==> config.mk <==
export PLATFORM = sky130hd
export DESIGN_NAME = cdp1802_dma_out_responder
export DESIGN_NICKNAME = d
export VERILOG_FILES = /design/src/rtl/cdp1802_dma_out_responder.sv
export SDC_FILE = /design/constraint.sdc
export NUM_CORES = 1
export LEC_CHECK = 0
export BUFFER_PORTS_ARGS = -buffer_cell sky130_fd_sc_hd__buf_2
export CAP_MARGIN = 20
export CORE_UTILIZATION = 25
export DETAILED_ROUTE_END_ITERATION = 12
export GPL_ROUTABILITY_DRIVEN = 0
export HOLD_SLACK_MARGIN = 0.02
export SLEW_MARGIN = 20
export SYNTH_ARGS = -nofsm -noshare
export SYNTH_HDL_FRONTEND = slang
export SYNTH_SLANG_ARGS = --single-unit
==> constraint.sdc <==
create_clock -name clk -period 3.5 [get_ports clk]
set_clock_uncertainty 0.1 [all_clocks]
set_input_delay 0.175 -clock clk [delete_from_list [all_inputs] [get_ports clk]]
set_output_delay 0.175 -clock clk [all_outputs]
set_load 0.01 [all_outputs]
==> src/rtl/cdp1802_dma_out_responder.sv <==
// -----------------------------------------------------------------------------
// cdp1802_dma_out_responder
//
// Purpose:
//   CPU-side machine-cycle sequencer for the CDP1861 (Pixie) DMA-out and
//   interrupt handshake. Each machine cycle is TICKS_PER_CYCLE clk_enable
//   ticks long. The block walks S0 (fetch) / S1 (execute) and, on request,
//   inserts S2 (DMA-out) cycles that read memory at R0 and post-increment it,
//   or a single S3 (interrupt) cycle. The core stalls while SC is S2 or S3.
//
// Ports:
//   clk         system clock
//   reset       synchronous reset, active low
//   clk_enable  CPU clock enable; nothing advances while it is low
//   dmao_n      DMA-out request from the Pixie, active low (sampled at cycle end)
//   int_req     interrupt request from the Pixie (sampled at cycle end)
//   core_hold   core wants another S1 (sampled at cycle end)
//   r0_wr       core write strobe for R0 (honoured in S0/S1 only)
//   r0_wdata    value written to R0
//   ie_set      core sets IE
//   mem_data    memory read data
//   SC          state code: 00 S0, 01 S1, 10 S2, 11 S3
//   mem_addr    DMA read address, loaded from R0 during S2
//   mem_rd      one-clock read strobe during S2
//   dma_data    byte handed to the Pixie
//   dma_strobe  one-clock pulse when dma_data is updated
//   int_ack     one-clock pulse on the first tick of S3
//   r0          current R0 value
//   ie          interrupt-enable flag
// -----------------------------------------------------------------------------
module cdp1802_dma_out_responder #(
    parameter int TICKS_PER_CYCLE = 8,
    parameter int ADDR_TICK       = 3,
    parameter int DATA_TICK       = 5
) (
    input  logic        clk,
    input  logic        reset,
    input  logic        clk_enable,
    input  logic        dmao_n,
    input  logic        int_req,
    input  logic        core_hold,
    input  logic        r0_wr,
    input  logic [15:0] r0_wdata,
    input  logic        ie_set,
    input  logic [7:0]  mem_data,
    output logic [1:0]  SC,
    output logic [15:0] mem_addr,
    output logic        mem_rd,
    output logic [7:0]  dma_data,
    output logic        dma_strobe,
    output logic        int_ack,
    output logic [15:0] r0,
    output logic        ie
);

    // The tick counter is fixed at 3 bits (8 ticks per machine cycle).
    localparam logic [2:0] LAST_TICK = 3'(TICKS_PER_CYCLE - 1);
    localparam logic [2:0] ADDR_T    = 3'(ADDR_TICK);
    localparam logic [2:0] DATA_T    = 3'(DATA_TICK);

    typedef enum logic [1:0] {
        ST_S0 = 2'b00,
        ST_S1 = 2'b01,
        ST_S2 = 2'b10,
        ST_S3 = 2'b11
    } state_t;

    state_t      state_q, state_d, state_nxt;
    logic [2:0]  tick_q, tick_d;
    logic [15:0] r0_q, r0_d;
    logic        ie_q, ie_d;
    logic [15:0] mem_addr_q, mem_addr_d;
    logic [7:0]  dma_data_q, dma_data_d;
    logic        mem_rd_q, mem_rd_d;
    logic        dma_strobe_q, dma_strobe_d;
    logic        int_ack_q, int_ack_d;
    logic        cycle_end;

    // R0 post-increment wraps 0xFFFF -> 0x0000.
    function automatic logic [15:0] r0_inc(input logic [15:0] v);
        return v + 16'd1;
    endfunction

    assign cycle_end = clk_enable && (tick_q == LAST_TICK);

    // Next machine cycle, in priority order. An S3 never repeats itself:
    // it is exactly one cycle, optionally followed by DMA.
    always_comb begin
        state_nxt = ST_S0;
        case (state_q)
            ST_S0: state_nxt = ST_S1;
            ST_S1: begin
                if (core_hold)
                    state_nxt = ST_S1;
                else if (!dmao_n)
                    state_nxt = ST_S2;
                else if (int_req && ie_q)
                    state_nxt = ST_S3;
                else
                    state_nxt = ST_S0;
            end
            ST_S2: begin
                if (!dmao_n)
                    state_nxt = ST_S2;
                else if (int_req && ie_q)
                    state_nxt = ST_S3;
                else
                    state_nxt = ST_S0;
            end
            ST_S3: begin
                if (!dmao_n)
                    state_nxt = ST_S2;
                else
                    state_nxt = ST_S0;
            end
            default: state_nxt = ST_S0;
        endcase
    end

    // Per-tick actions; everything (including core writes) is frozen while
    // clk_enable is low, and the pulse outputs default to 0.
    always_comb begin
        state_d      = state_q;
        tick_d       = tick_q;
        r0_d         = r0_q;
        ie_d         = ie_q;
        mem_addr_d   = mem_addr_q;
        dma_data_d   = dma_data_q;
        mem_rd_d     = 1'b0;
        dma_strobe_d = 1'b0;
        int_ack_d    = 1'b0;

        if (clk_enable) begin
            tick_d = cycle_end ? 3'd0 : tick_q + 3'd1;

            // The core is stalled in S2/S3, so its R0 writes only count in S0/S1.
            if (r0_wr && (state_q == ST_S0 || state_q == ST_S1))
                r0_d = r0_wdata;

            if (ie_set)
                ie_d = 1'b1;

            case (state_q)
                ST_S2: begin
                    if (tick_q == ADDR_T) begin
                        mem_addr_d = r0_q;
                        mem_rd_d   = 1'b1;
                    end
                    if (tick_q == DATA_T) begin
                        dma_data_d   = mem_data;
                        dma_strobe_d = 1'b1;
                    end
                    if (cycle_end)
                        r0_d = r0_inc(r0_q);
                end
                ST_S3: begin
                    // Placed after the ie_set term so the acknowledge clear wins.
                    if (tick_q == 3'd0) begin
                        int_ack_d = 1'b1;
                        ie_d      = 1'b0;
                    end
                end
                default: ;
            endcase

            if (cycle_end)
                state_d = state_nxt;
        end
    end

    always_ff @(posedge clk) begin
        if (!reset) begin
            state_q      <= ST_S1;
            tick_q       <= 3'd0;
            r0_q         <= 16'h0000;
            ie_q         <= 1'b1;
            mem_addr_q   <= 16'h0000;
            dma_data_q   <= 8'h00;
            mem_rd_q     <= 1'b0;
            dma_strobe_q <= 1'b0;
            int_ack_q    <= 1'b0;
        end else begin
            state_q      <= state_d;
            tick_q       <= tick_d;
            r0_q         <= r0_d;
            ie_q         <= ie_d;
            mem_addr_q   <= mem_addr_d;
            dma_data_q   <= dma_data_d;
            mem_rd_q     <= mem_rd_d;
            dma_strobe_q <= dma_strobe_d;
            int_ack_q    <= int_ack_d;
        end
    end

    assign SC         = state_q;
    assign mem_addr   = mem_addr_q;
    assign mem_rd     = mem_rd_q;
    assign dma_data   = dma_data_q;
    assign dma_strobe = dma_strobe_q;
    assign int_ack    = int_ack_q;
    assign r0         = r0_q;
    assign ie         = ie_q;

endmodule

==> results.json, run 1 <==
{
  "hold_class": "input pin to register",
  "endpoint_kind": "register",
  "core-area_sq_um": 8890,
  "die_x_um": 98.6,
  "synth.avg_cell_area_sq_um": 9.03,
  "dieHeight_um": 98.6,
  "wire_length_of_the_first_global_routing_pass_mm": 9.46,
  "grt_overflow_total": 0,
  "clock.fmax_mhz": 485,
  "slew_headroom_pct": 47.6,
  "hold_buffers": 2,
  "fin_crit_sh_pct": 58.9,
  "fraction_of_layout_instances_using_a_drive_strength_above_1_pct": 28.6,
  "ys_seq_elements": 49,
  "grt_use_total_pct": 12.2,
  "sequential_share_of_the_synthesized_area_pct": 42.1,
  "hold_start": "mem_data[1]",
  "cts_max_level": 2,
  "cp-start-kind": "register",
  "synth_ff_type": "dfxtp_1",
  "clockRootBuffer": "clkbuf_8",
  "largest_net_degree_at_the_start_of_global_routing": 53,
  "worstReg2RegEnd": "r0[9]",
  "numPlacedInstances": 427,
  "setup_fix_buffers_added_after_clock_tree_synthesis": 0,
  "layout_common_cells": "buf_2, dfxtp_1, nand2_1",
  "layout.cells.most_common": "buf_2",
  "post_placement_worst_setup_slack_ns": 1.44,
  "tightest_slew_ns": 0.786,
  "placement.cell_area_sq_um": 2770,
  "syn_to_final_growth_pct": 25.0,
  "critPathArrivalTime_ns": 2.17,
  "rsz0062_at_grt": "no",
  "synth_enable_flop_cells": 0,
  "cts.sinks": 49,
  "crit-reg2reg-launch": "tick_q[0]",
  "cts_resized": 0,
  "floorplan.initialDensity_pct": 26.2,
  "hold_ws_ns": 0.0294,
  "async_reset_ff_share_pct": 0,
  "vias": 2077,
  "drv.max_cap_violation_count": 0,
  "num_antenna_cells": 0,
  "combinational_family_with_the_most_area_after_synthesis": "simple AND/OR/NAND/NOR gates",
  "slew_viol_final": 0,
  "numCtsBuffers": 5,
  "accumulated_negative_setup_slack_ns": 0,
  "number_of_global_route_vias_before_repair": 1884,
  "criticalPathCategory": "register to register",
  "yosys_warnings": 0,
  "antenna_violating_nets_post_route": 0,
  "routedWlPerCell_um": 13.3,
  "net_total_in_the_final_layout": 366,
  "postSynthCellCount": 258,
  "muxShareOfSynthArea_pct": 5.21,
  "outcome": "completed",
  "worst_supply_voltage_drop_on_vdd_v": 0.000165,
  "synth-adder-area-share_pct": 3.22,
  "core.rowCount": 34,
  "synthesis.nets": 296,
  "finalInstanceArea_sq_um": 2910,
  "netlist_top_cells_area": "dfxtp_1, nand2_1, mux2i_1, nor2b_1, a21boi_1",
  "rr_worst_depth": 6,
  "crit_path_max_fanout": 8,
  "utilization_pct": 32.8,
  "post-synth-top-area-fraction_pct": 42.1,
  "tritoncts": "yes",
  "cts.path.max_buffers": 2,
  "detail_route.drc_violations": 0,
  "worst_setup_hold_path_clk_slew_ns": 0.10,
  "totalPowerFinal_mw": 1.12,
  "setup_viol": 0,
  "ff2ff_setup_slack_ns": 1.44,
  "p_leak_nw": 1.28,
  "dieArea_sq_um": 9710,
  "setup_ws_ns": 1.44,
  "pwr_density_nw_per_um2": 384,
  "placement.io_buffers": 77,
  "detailedPlacementHpwl_mm": 4.18,
  "netlist.top_cell.by_area": "dfxtp_1",
  "drt_iter0_drc": 83,
  "floorplan.io_pins": 78,
  "post_synth_and_or_nand_nor_area_fraction_pct": 26.6,
  "share_of_the_synthesized_area_in_compound_gates_ao_oa_aoi_oai_pct": 17.4,
  "mappedNetlistArea_sq_um": 2330,
  "critical_path_required_ns": 3.61,
  "viasPerCell": 4.75,
  "min_path_cells": 3,
  "finish.cell_count_without_fillers": 437,
  "synth_xor_area_share_pct": 0.751,
  "hold_violations": 0,
  "drt_wl_total_mm": 5.81,
  "grt_antenna_before_repair": 0,
  "filler_cell_count": 960,
  "synth.lib_cells_used.distinct": 45,
  "destination_of_the_worst_hold_path": "dma_data[1]",
  "pre_repair_dr_iteration_count": 4,
  "worstSkewPairLatency_ns": 0.30,
  "period_needed_ns": 2.06
}
==> critical path, cell delays in order (launching register included) <==
cell      delay (ns)
dfxtp_1         0.41
ha_1            0.20
ha_1            0.33
nand4b_4        0.25
nor3_4          0.31
a211oi_1        0.11
a311oi_1        0.25
==> flip-flops by register name, summed over array words and instances, names as in the netlist <==
| name | cells |
|---|---|
| SC | 2 |
| tick_q | 3 |
| int_ack | 1 |
| dma_strobe | 1 |
| mem_rd | 1 |
| dma_data | 8 |
| mem_addr | 16 |
| ie | 1 |
| r0 | 16 |
==> layout make-up <==
cell class,instances,area [sq um],share of cell area [%]
repair buffers,79,405,13.9
clock buffers,6,82.6,2.84
clock inverters,2,37.5,1.29
flip-flops and latches,49,981,33.7
multi-input cells,185,1240,42.6
inverters,8,30.0,1.03
well taps,108,135,4.64
==> synthesized netlist by cell type, drive strengths merged (5+ instances only) <==
master and count:
o21ai 14, nand2 44, a211oi 10, and3 7
inv 8, a21oi 5, nor2b 14, nand3 8
buf 10, nor3 8, a21boi 16, mux2i 11
ha 6, nor2 8, clkbuf 6, dfxtp 49
==> where the power goes <==
part           switching, mW  internal (mW)
sequential            0.0227          0.570
combinational         0.0483         0.0451
clock                  0.199          0.233
==> routing by layer <==
metal / part of all wire (%) / wire (um) / vias to the layer above / GRT usage [%]
met3: 4.7 / 271 / 9 / 2.77
met1: 47 / 2720 / 953 / 15.7
met4: 1.2 / 70 / 0 / 3.90
li1: - / - / 1049 / -
met2: 47 / 2750 / 66 / 20.4
met5: 0 / 0 / - / 0
==> cells by family after synthesis <==
group,after synthesis
flops,49
compound gates,58
mux,12
xor+xnor,2
buf+inv,24
fa+ha+maj,6
simple gates,107
==> worst max path at each step <==
| stage | startpoint | end | cells after the start |
|---|---|---|---|
| final | tick_q[0] | r0[9] | 6 |
| after global routing | tick_q[0] | r0[9] | 6 |
| after CTS | tick_q[0] | r0[1] | 6 |
| after detailed placement | tick_q[0] | r0[1] | 6 |
| after global placement | tick_q[0] | r0[14] | 6 |
| after floorplan | tick_q[0] | r0[11] | 7 |
No activity file was read; power rests on OpenSTA's default activity.
==> run 2: changes to the inputs <==
--- a/config.mk
+++ b/config.mk
@@ -5,6 +5,7 @@
 export SDC_FILE = /design/constraint.sdc
 export NUM_CORES = 1
 export LEC_CHECK = 0
+export ABC_AREA = 1
 export BUFFER_PORTS_ARGS = -buffer_cell sky130_fd_sc_hd__buf_2
 export CAP_MARGIN = 20
 export CORE_UTILIZATION = 25
==> constraint.sdc (replaced) <==
create_clock -name clk -period 2 [get_ports clk]
set_clock_uncertainty 0.1 [all_clocks]
set_input_delay 0.1 -clock clk [delete_from_list [all_inputs] [get_ports clk]]
set_output_delay 0.1 -clock clk [all_outputs]
set_load 0.01 [all_outputs]
==> run 2 against run 1 <==
Cell count grew 26%. Sequential power increased by 75%. Synthesized area grew 2.5%. Largest cell class unchanged.
==> results.json, run 2 <==
{
  "cts.path.max_buffers": 2,
  "drt_wl_total_mm": 6.53,
  "critPathArrivalTime_ns": 1.92,
  "slew_headroom_pct": 65.4,
  "num_antenna_cells": 0,
  "post-synth-top-area-fraction_pct": 41.0,
  "net_total_in_the_final_layout": 459,
  "clock.fmax_mhz": 563,
  "postSynthCellCount": 329,
  "synth_ff_type": "dfxtp_1",
  "tritoncts": "yes",
  "ys_seq_elements": 49,
  "crit_slowest_cell": "dfxtp_1",
  "routedWlPerCell_um": 11.8,
  "crit_path_max_fanout": 16,
  "hold_ws_ns": 0.0360,
  "placement.io_buffers": 77,
  "vias": 2422,
  "filler_cell_count": 1023,
  "outcome": "completed",
  "die_x_um": 99.8,
  "detail_route.drc_violations": 0,
  "viasPerCell": 4.40,
  "endpoint_kind": "register",
  "yosys_warnings": 0,
  "drv.max_cap_violation_count": 0,
  "wire_length_of_the_first_global_routing_pass_mm": 10.7,
  "numCtsBuffers": 5,
  "cp-start-kind": "register",
  "worstSkewPairLatency_ns": 0.31,
  "synth.avg_cell_area_sq_um": 7.26,
  "async_reset_ff_share_pct": 0,
  "slew_viol_final": 0,
  "period_needed_ns": 1.78,
  "netlist_top_cells_area": "dfxtp_1, nor2_1, nand2_1, o21ai_0, inv_1",
  "core-area_sq_um": 9240,
  "floorplan.initialDensity_pct": 25.9,
  "sequential_share_of_the_synthesized_area_pct": 41.0,
  "dieHeight_um": 99.8,
  "cts.sinks": 49,
  "dieArea_sq_um": 9950,
  "setup_viol": 0,
  "clockRootBuffer": "clkbuf_8",
  "rsz0062_at_grt": "no",
  "setup_fix_buffers_added_after_clock_tree_synthesis": 0,
  "pre_repair_dr_iteration_count": 4,
  "floorplan.io_pins": 78,
  "worst_path_largest_cell_delay_ns": 0.34,
  "pwr_density_nw_per_um2": 591,
  "grt_antenna_before_repair": 0,
  "syn_to_final_growth_pct": 32.5,
  "hold_class": "input pin to register",
  "numPlacedInstances": 525,
  "detailedPlacementHpwl_mm": 4.79,
  "grt_use_total_pct": 13.6,
  "cts_max_level": 2,
  "synth_enable_flop_cells": 0,
  "netlist.top_cell.by_area": "dfxtp_1",
  "cpMostUsedCell": "ha_1",
  "drt_iter0_drc": 77,
  "layout_common_cells": "buf_2, dfxtp_1, nor2_1",
  "utilization_pct": 34.3,
  "criticalPathCategory": "register to register",
  "core.rowCount": 35,
  "ys_top_cells_by_count": "dfxtp_1, nor2_1, nand2_1, inv_1, o21ai_0",
  "critical_path_required_ns": 2.14,
  "mappedNetlistArea_sq_um": 2390,
  "fraction_of_layout_instances_using_a_drive_strength_above_1_pct": 26.3,
  "p_leak_nw": 1.38,
  "worst_setup_hold_path_clk_slew_ns": 0.10,
  "tightest_slew_ns": 0.519,
  "worst_supply_voltage_drop_on_vdd_v": 0.000309,
  "critical_path_cell_sequence": "ha_1 -> ha_1 -> inv_1 -> nor3_4 -> buf_4 -> o21ai_0 -> nand2_1 -> a31oi_1",
  "finish.cell_count_without_fillers": 551,
  "synth.lib_cells_used.distinct": 36,
  "grt_overflow_total": 0,
  "antenna_violating_nets_post_route": 0,
  "fin_crit_sh_pct": 88.9,
  "synthesis.nets": 367,
  "largest_net_degree_at_the_start_of_global_routing": 34,
  "number_of_global_route_vias_before_repair": 2213,
  "layout.cells.most_common": "buf_2",
  "hold_violations": 0,
  "accumulated_negative_setup_slack_ns": 0
}
==> run 2: cells by family after synthesis <==
family,Yosys count,synth area share (%)
AO/OA/AOI/OAI,80,18.2
XOR/XNOR,1,0.367
adder cells (fa/ha/maj),6,3.14
buffers and inverters,56,9.79
flip-flops,49,41.0
AND/OR/NAND/NOR,137,27.4
==> run 2: layout make-up <==
cell class              count  area (sq um)  share of cell area (%)
clock inverters             3          21.3                   0.672
well taps                 129           161                    5.10
clock buffers               5          68.8                    2.17
repair buffers             98           588                    18.6
inverters                  43           164                    5.18
multi-input cells         224          1180                    37.3
flip-flops and latches     49           981                    31.0
==> run 2: report_power, final <==
group / switching, mW / internal, mW / leakage, nW / total, mW
clock network: 0.360 / 0.249 / 0.0445 / 0.609
registers: 0.0362 / 0.999 / 0.398 / 1.04
logic: 0.121 / 0.104 / 0.934 / 0.225
==> run 2: stage by stage <==
stage / setup WS [ns] / total power, mW / cell area [sq um]
finish: 0.222 / 1.87 / 3170
global route: 0.0521 / 1.96 / 3170
CTS: 0.163 / 1.90 / 3160
detailed placement: 0.185 / 1.26 / 2890
global placement: 0.234 / 1.25 / 2890
floorplan: 0.375 / 1.17 / 2390
==> run 2: worst max-delay path, delay by kind of cell (launching register included) <==
| kind | cells | cell delay, ns |
|---|---|---|
| adder cells (fa/ha/maj) | 2 | 0.45 |
| AO/OA/AOI/OAI | 2 | 0.38 |
| flip-flops | 1 | 0.34 |
| buffers and inverters | 2 | 0.31 |
| AND/OR/NAND/NOR | 2 | 0.13 |
==> run 2: per-layer routing <==
layer / wire, um / share of wire, % / track usage [%]
met3: 354 / 5.4 / 3.27
met2: 3060 / 47 / 23.9
met1: 3070 / 47 / 17.0
met4: 41 / 0.63 / 2.38
met5: 0 / 0 / 0
==> run 2: path summary, 6_finish.rpt <==
check / startpoint / endpoint / slack [ns] / cells past startpoint
max: tick_q[0] / r0[0] / 0.22 / 8
min: r0_wdata[6] / r0[6] / 0.04 / 5
max reg2reg: tick_q[0] / r0[0] / 0.22 / 8
min reg2reg: mem_addr[3] / mem_addr[3] / 0.35 / 2
==> run 2: what timing repair did <==
item                                   4_1_cts  5_1_grt
hold buffers                                18        0
setup endpoints to repair                    0       10
endpoints found under the hold margin       18        0
gates resized for setup                      0        1
